==> config.mk <==
export PLATFORM = sky130hd
export DESIGN_NAME = out_fm_tile_ctrl
export DESIGN_NICKNAME = d
export VERILOG_FILES = /design/src/rtl/out_fm_tile_ctrl.sv
export SDC_FILE = /design/constraint.sdc
export NUM_CORES = 1
export LEC_CHECK = 0
export ABC_AREA = 1
export BUFFER_PORTS_ARGS = -buffer_cell sky130_fd_sc_hd__buf_2
export CAP_MARGIN = 0
export CORE_MARGIN = 3
export CORE_UTILIZATION = 46
export CTS_CLUSTER_SIZE = 25
export DETAILED_ROUTE_END_ITERATION = 8
export GPL_TIMING_DRIVEN = 0
export PLACE_DENSITY = 0.82
export SETUP_SLACK_MARGIN = 0.05
export SLEW_MARGIN = 30
export SYNTH_ARGS = -nofsm -noshare
export SYNTH_HDL_FRONTEND = slang
export SYNTH_SLANG_ARGS = --single-unit
==> constraint.sdc <==
create_clock -name clk_i -period 7.2 [get_ports clk_i]
set_clock_uncertainty 0.1 [all_clocks]
set_input_delay 1.44 -clock clk_i [delete_from_list [all_inputs] [get_ports clk_i]]
set_output_delay 1.44 -clock clk_i [all_outputs]
set_load 0.01 [all_outputs]
==> src/rtl/out_fm_tile_ctrl.sv <==
// out_fm_tile_ctrl: tile sequencer for the Y output_fm banks (load, compute, store, clean).
// Macro OUT_FM_PRELOAD_EN builds the partial-sum LOAD/LDRAIN path; otherwise start goes straight to COMPUTE.
module out_fm_tile_ctrl #(
  parameter int AW = 16,
  parameter int DW = 32,
  parameter int Tn = 16,
  parameter int Tr = 64,
  parameter int Tc = 16,
  parameter int Y  = 4
) (
  input  logic            clk_i,
  input  logic            rst_i,
  input  logic            start_i,
  output logic            busy_o,
  output logic            done_o,
  input  logic [DW-1:0]   ld_data_i,
  input  logic            ld_valid_i,
  output logic            ld_ready_o,
  output logic [DW-1:0]   st_data_o,
  output logic            st_valid_o,
  input  logic            st_ready_i,
  output logic            conv_start_o,
  input  logic            conv_done_i,
  output logic            computing_on_going_o,
  output logic            conv_tile_clean_o,
  output logic [DW-1:0]   bank_wr_data_o,
  output logic [Y-1:0]    bank_wr_ena_o,
  output logic [Y-1:0]    bank_rd_ena_o,
  input  logic [Y*DW-1:0] bank_rd_data_i
);
  localparam int TOTAL = Tn * Tr * Tc;
  localparam int CW    = $clog2(TOTAL + 1);
  localparam int BW    = (Y > 1) ? $clog2(Y) : 1;

  if (AW < $clog2(TOTAL / Y)) begin : g_aw_check
    $error("out_fm_tile_ctrl: AW too narrow for the bank depth");
  end

  typedef enum logic [2:0] {
    S_IDLE, S_LOAD, S_LDRAIN, S_COMPUTE, S_STORE, S_CLEAN
  } state_t;

  state_t          state_q, state_d;
  logic [CW-1:0]   wcnt_q, wcnt_d;
  logic [CW-1:0]   scnt_q, scnt_d;
  logic [BW-1:0]   bank_q, bank_d;
  logic            in_comp_q;
  logic            infl_q;
  logic [BW-1:0]   infl_bank_q;
  logic [DW-1:0]   fifo_q [2];
  logic            wptr_q, rptr_q;
  logic [1:0]      cnt_q;

  logic            rd_issue, st_fire, fifo_push, fifo_pop;
  logic [DW-1:0]   land_data;
  logic [Y-1:0]    bank_onehot;

  function automatic logic [BW-1:0] bank_inc(input logic [BW-1:0] b);
    return (b == BW'(Y - 1)) ? '0 : b + 1'b1;
  endfunction

  assign bank_onehot = Y'(1) << bank_q;

`ifdef OUT_FM_PRELOAD_EN
  logic ld_fire;
  assign ld_ready_o     = (state_q == S_LOAD);
  assign ld_fire        = ld_ready_o & ld_valid_i;
  assign bank_wr_data_o = ld_ready_o ? ld_data_i : '0;
  assign bank_wr_ena_o  = ld_fire ? bank_onehot : '0;
`else
  logic unused_ld;
  assign unused_ld      = ^{ld_data_i, ld_valid_i};
  assign ld_ready_o     = 1'b0;
  assign bank_wr_data_o = '0;
  assign bank_wr_ena_o  = '0;
`endif

  // A read may only be issued when its returning word is guaranteed a FIFO slot.
  assign rd_issue = (state_q == S_STORE) && (wcnt_q < CW'(TOTAL)) &&
                    ((cnt_q == 2'd0) || ((cnt_q == 2'd1) && !infl_q));
  assign bank_rd_ena_o = rd_issue ? bank_onehot : '0;

  assign land_data  = bank_rd_data_i[infl_bank_q * DW +: DW];
  assign st_valid_o = (cnt_q != 2'd0) || infl_q;
  assign st_data_o  = (cnt_q != 2'd0) ? fifo_q[rptr_q] : (infl_q ? land_data : '0);
  assign st_fire    = st_valid_o & st_ready_i;
  // Returning word bypasses the FIFO when it is empty and the consumer takes it at once.
  assign fifo_push  = infl_q && !((cnt_q == 2'd0) && st_ready_i);
  assign fifo_pop   = st_fire && (cnt_q != 2'd0);

  assign busy_o               = (state_q != S_IDLE);
  assign computing_on_going_o = (state_q == S_COMPUTE);
  assign conv_start_o         = (state_q == S_COMPUTE) && !in_comp_q;
  assign conv_tile_clean_o    = (state_q == S_CLEAN);
  assign done_o               = (state_q == S_CLEAN);

  always_comb begin
    state_d = state_q;
    wcnt_d  = wcnt_q;
    scnt_d  = scnt_q;
    bank_d  = bank_q;
    case (state_q)
      S_IDLE: begin
        if (start_i) begin
`ifdef OUT_FM_PRELOAD_EN
          state_d = S_LOAD;
          wcnt_d  = '0;
          scnt_d  = '0;
          bank_d  = '0;
`else
          state_d = S_COMPUTE;
`endif
        end
      end
`ifdef OUT_FM_PRELOAD_EN
      S_LOAD: begin
        if (ld_fire) begin
          wcnt_d = wcnt_q + 1'b1;
          bank_d = bank_inc(bank_q);
          if (wcnt_q == CW'(TOTAL - 1)) state_d = S_LDRAIN;
        end
      end
      S_LDRAIN: state_d = S_COMPUTE;
`endif
      S_COMPUTE: begin
        if (conv_done_i) begin
          state_d = S_STORE;
          wcnt_d  = '0;
          scnt_d  = '0;
          bank_d  = '0;
        end
      end
      S_STORE: begin
        if (rd_issue) begin
          wcnt_d = wcnt_q + 1'b1;
          bank_d = bank_inc(bank_q);
        end
        if (st_fire) begin
          scnt_d = scnt_q + 1'b1;
          if (scnt_q == CW'(TOTAL - 1)) state_d = S_CLEAN;
        end
      end
      S_CLEAN: state_d = S_IDLE;
      default: state_d = S_IDLE;
    endcase
  end

  always_ff @(posedge clk_i or posedge rst_i) begin
    if (rst_i) begin
      state_q     <= S_IDLE;
      wcnt_q      <= '0;
      scnt_q      <= '0;
      bank_q      <= '0;
      in_comp_q   <= 1'b0;
      infl_q      <= 1'b0;
      infl_bank_q <= '0;
      fifo_q[0]   <= '0;
      fifo_q[1]   <= '0;
      wptr_q      <= 1'b0;
      rptr_q      <= 1'b0;
      cnt_q       <= 2'd0;
    end else begin
      state_q   <= state_d;
      wcnt_q    <= wcnt_d;
      scnt_q    <= scnt_d;
      bank_q    <= bank_d;
      in_comp_q <= (state_q == S_COMPUTE);
      infl_q    <= rd_issue;
      if (rd_issue) infl_bank_q <= bank_q;
      if (fifo_push) begin
        fifo_q[wptr_q] <= land_data;
        wptr_q         <= ~wptr_q;
      end
      if (fifo_pop) rptr_q <= ~rptr_q;
      cnt_q <= cnt_q + 2'(fifo_push) - 2'(fifo_pop);
    end
  end

endmodule

==> metrics.log <==
[metrics] Yosys warnings: 0
[metrics] final sum of negative setup slack: 0 ns
[metrics] Detail Route Antenna Nets: 0
[metrics] worst hold path endpoint: fifo_q[7]
[metrics] most frequent cells after synthesis: nand2_1 (292), nand3_1 (121), dfrtp_1 (107), o21ai_0 (98), inv_1 (68)
[metrics] Max Slew Vio Count: 0
[metrics] number of violations reported at the end of detailed-routing iteration 0: 557
[metrics] min-delay worst type: reg -> reg
[metrics] number of enable-type register cells in the synthesized netlist: 0
[metrics] final critical-path required period: 4.12 ns
[metrics] worst r2r dst: fifo_q[29]
[metrics] crit path DAT: 2.58 ns
[metrics] post-route insts no fill: 1364
[metrics] capturing element type of the critical path: output pin
[metrics] async set-reset flop share out of synthesis: 1.00
[metrics] via count: between 7000 and 8000
[metrics] Clock Sink Count: roughly 110
[metrics] final-stage net count: 1354
[metrics] areal power density over the cells: roughly 390 nW/um^2
[metrics] delay of the slowest critical-path stage: 0.38 ns
[metrics] number of resized instances in the post-cts repair step: 0
[metrics] sequential share of the synthesized area: 0.392
[metrics] final hold viol count: 0
[metrics] vias in the first global route: 6734
[metrics] count of standard-cell rows: 43
[metrics] average via count per standard cell: 5.21
[metrics] result of the run: finished clean
[metrics] number of buffers between clock root and the deepest sink: 2
[metrics] average footprint of a synthesized cell: 7.13 um^2
[metrics] die width: 128 um
[metrics] sum of met2 wire segment lengths after detailed routing: 10300 um
[metrics] cell family with most CP delay: buffers and inverters
[metrics] cell type with the highest aggregate area in the netlist: dfrtp_1
[metrics] DIE HEIGHT: 128 um
[metrics] Detailed Place HPWL: 15400 um
[metrics] reg-to-reg setup timing slack: 4.96 ns
[metrics] total of hold buffers inserted after clock tree synthesis: 0
[metrics] area enclosed by the die boundary: approximately 16000 um^2
[metrics] DRC errors left: 0
[metrics] Area growth syn-to-layout: 22.8%
[metrics] Tcrit/Tclk final: 0.573
[metrics] Max Cap Viol: 0
[metrics] highest clock rate: about 0.24 GHz
[metrics] launch point of the worst hold path: fifo_q[7]
[metrics] maximum number of pins on one net before global-route repair: 65
[metrics] buffering stage count on the worst path with inverters included: 4
[metrics] main area contributors after synthesis: dfrtp_1 (39%), nand2_1 (16%), nand3_1 (8.9%)
[metrics] Initial Util: 0.481
[metrics] # IOs: 245
[metrics] setup fix buffers added after clock tree synthesis: 0
[metrics] number of buffers added by the clock tree synthesis step: 9
[metrics] worst slew margin relative to its limit: 0.520
[metrics] transition at the pin with the smallest max-transition slack: ~0.72 ns
[metrics] Antenna Diode Count: 0
[metrics] sequential cell area in the final layout: 2680 um^2
[metrics] worst hold path depth: 1
[metrics] required time at the endpoint of the critical path: 5.66 ns
[metrics] most used standard cell by instance count after synthesis: nand2_1
[metrics] Most used DFF post-synth: dfrtp_1
[metrics] M1 WL: 8350 um
[metrics] largest voltage drop on the vdd net: roughly 0.22 mV
[metrics] antenna violations before repair: 0
[metrics] # setup viols final: 0
[metrics] DR top layer: met4
[metrics] area of the multi-input gates: 3500 um^2
[metrics] port bufs: 174
[metrics] overall track demand over capacity in global routing: 0.246
[metrics] post-synth cell types: 35
[metrics] post-DR wirelength/cell: 15.1 um
[metrics] fill cell instance count of the final layout: 1310
[metrics] top cell type's share of synthesized area: 0.392
[metrics] iteration count of the initial detailed-routing pass: 5
[metrics] startpoint of the worst register-to-register path: infl_bank_q[1]
[metrics] startpoint kind of the worst setup timing path: flop
[metrics] Post-Place Cells: 1349
[metrics] deepest level of the CTS H-tree: 3
[metrics] clock tree from TritonCTS: yes
[metrics] standard cell core area: 14200 um^2
[metrics] overall routed net length: 20600 um
[metrics] Synth Instances: 958
[metrics] fraction of layout instances using a drive strength above 1: 0.231
[metrics] series of cell instances along the critical path: clkbuf_1 > inv_1 > buf_1 > nand3_1 > nand2_1 > o21ai_0 > buf_2
[metrics] leakage: 4.25 nW
[metrics] clock slew seen by the registers of the worst setup and hold paths: roughly 0.070 ns
[metrics] setup repair after global routing missed its margin: false
[metrics] library cell used as clock root buffer: clkbuf_16
[metrics] Clock Latency Late Sink: 0.35 ns
[metrics] first-pass GRT wire length: 32700 um
[metrics] flops & latches, synth: roughly 110
[metrics] length of routed met3 wiring: 1390 um
[metrics] slowest cell on the critical path: buf_1
[metrics] highest net fanout along the worst path: 10
[metrics] Routability Congestion: 0.876
[metrics] post-synthesis cell area: 6840 um^2
[metrics] startpoint-to-endpoint class of the critical path: reg -> out
[metrics] worst-case reg-to-reg path depth: 7
[metrics] total congestion overflow after global routing: 0
## flip-flops by register name, summed over array words and instances, names as in the netlist
name,count
wcnt_q,15
fifo_q,64
in_comp_q,1
infl_q,1
scnt_q,15
state_q,3
wptr_q,1
rptr_q,1
bank_q,2
infl_bank_q,2
cnt_q,2
## power breakdown
| part | internal (mW) | switching [mW] | leakage, nW | total, mW |
|---|---|---|---|---|
| registers | 0.842 | 0.146 | 1.34 | 0.988 |
| logic | 0.613 | 1.16 | 2.76 | 1.77 |
| clock network | 0.269 | 0.225 | 0.146 | 0.494 |
## worst max-delay path by stage
stage          cells after the start               start  slack, ns       endpoint
6_report                           7      infl_bank_q[1]       3.08  st_data_o[29]
5_1_grt                            8      infl_bank_q[0]       2.99  st_data_o[29]
4_1_cts                            7      infl_bank_q[1]       3.09  st_data_o[29]
3_5_place_dp                       6  bank_rd_data_i[61]       3.26  st_data_o[29]
3_3_place_gp                       2               rst_i       1.62     fifo_q[40]
2_1_floorplan                      1               rst_i       2.84      bank_q[0]
## routing by layer
layer | global-route usage | vias to the layer above
li1 | - | 3501
met1 | 0.304 | 3290
met2 | 0.437 | 281
met3 | 0.0454 | 36
met4 | 0.0718 | 0
met5 | 0 | -
## logic make-up (layout without fill, tap and decap cells)
logic type	after synthesis	count (layout)	share of synthesized area
AO/OA/AOI/OAI	196	196	0.162
XOR/XNOR	12	12	0.0154
adder cells (fa/ha/maj)	8	8	0.0146
buffers and inverters	162	352	0.115
flip-flops	107	107	0.392
other	1	37	0.000549
AND/OR/NAND/NOR	472	472	0.301
## stage by stage
stage	util	total power [mW]	hold WS, ns	setup WS [ns]	area [um^2]
after global placement	0.568	2.69	0.367	1.62	8070
after CTS	0.591	3.25	0.390	3.09	8390
final	0.591	3.26	0.389	3.08	8390
after global routing	0.591	3.52	0.399	2.99	8390
after floorplan	-	2.14	0.359	2.84	6970
after detailed placement	0.570	2.74	0.374	3.26	8100
## layout by cell type (no fill, tap or decap), types with 2 or more instances in the layout
cell type,Yosys,routed
o21ai_2,5,5
buf_1,12,12
nand2_1,292,292
nand3b_1,2,2
xnor2_1,4,4
nand2_2,2,2
inv_2,5,5
nand2_4,2,2
clkbuf_1,22,22
o21ai_1,20,20
o21a_1,32,32
dfrtp_1,107,107
clkinv_4,0,2
o21ai_0,98,98
nor2_1,33,33
o21bai_1,4,4
inv_1,68,67
clkbuf_16,0,9
nand4_1,7,7
buf_4,39,39
nand3_2,2,2
clkinv_2,0,2
inv_6,0,2
nand3_1,121,121
a21oi_1,34,34
or2_2,3,3
nor2_8,2,2
nor2_4,4,4
buf_6,2,2
ha_1,8,8
conb_1,1,37
xor2_1,8,8
buf_2,13,187
## layout make-up
class                           count  share of cell area
Sequential cell                   107               0.319
Clock buffer                        9              0.0268
Timing Repair Buffer              175               0.107
Clock inverter                      6             0.00790
Tap cell                          180              0.0268
Buffer                             88              0.0605
Inverter                           74              0.0340
Multi-Input combinational cell    725               0.418
## worst reg2reg max path: stages (launching register included)
cell	delay, ns
dfrtp_1	0.37
clkbuf_1	0.23
inv_1	0.22
buf_1	0.58
nand3_1	0.29
nand2_1	0.16
nand2_1	0.07
o21a_1	0.11
No activity file was read; power rests on OpenSTA's default activity.
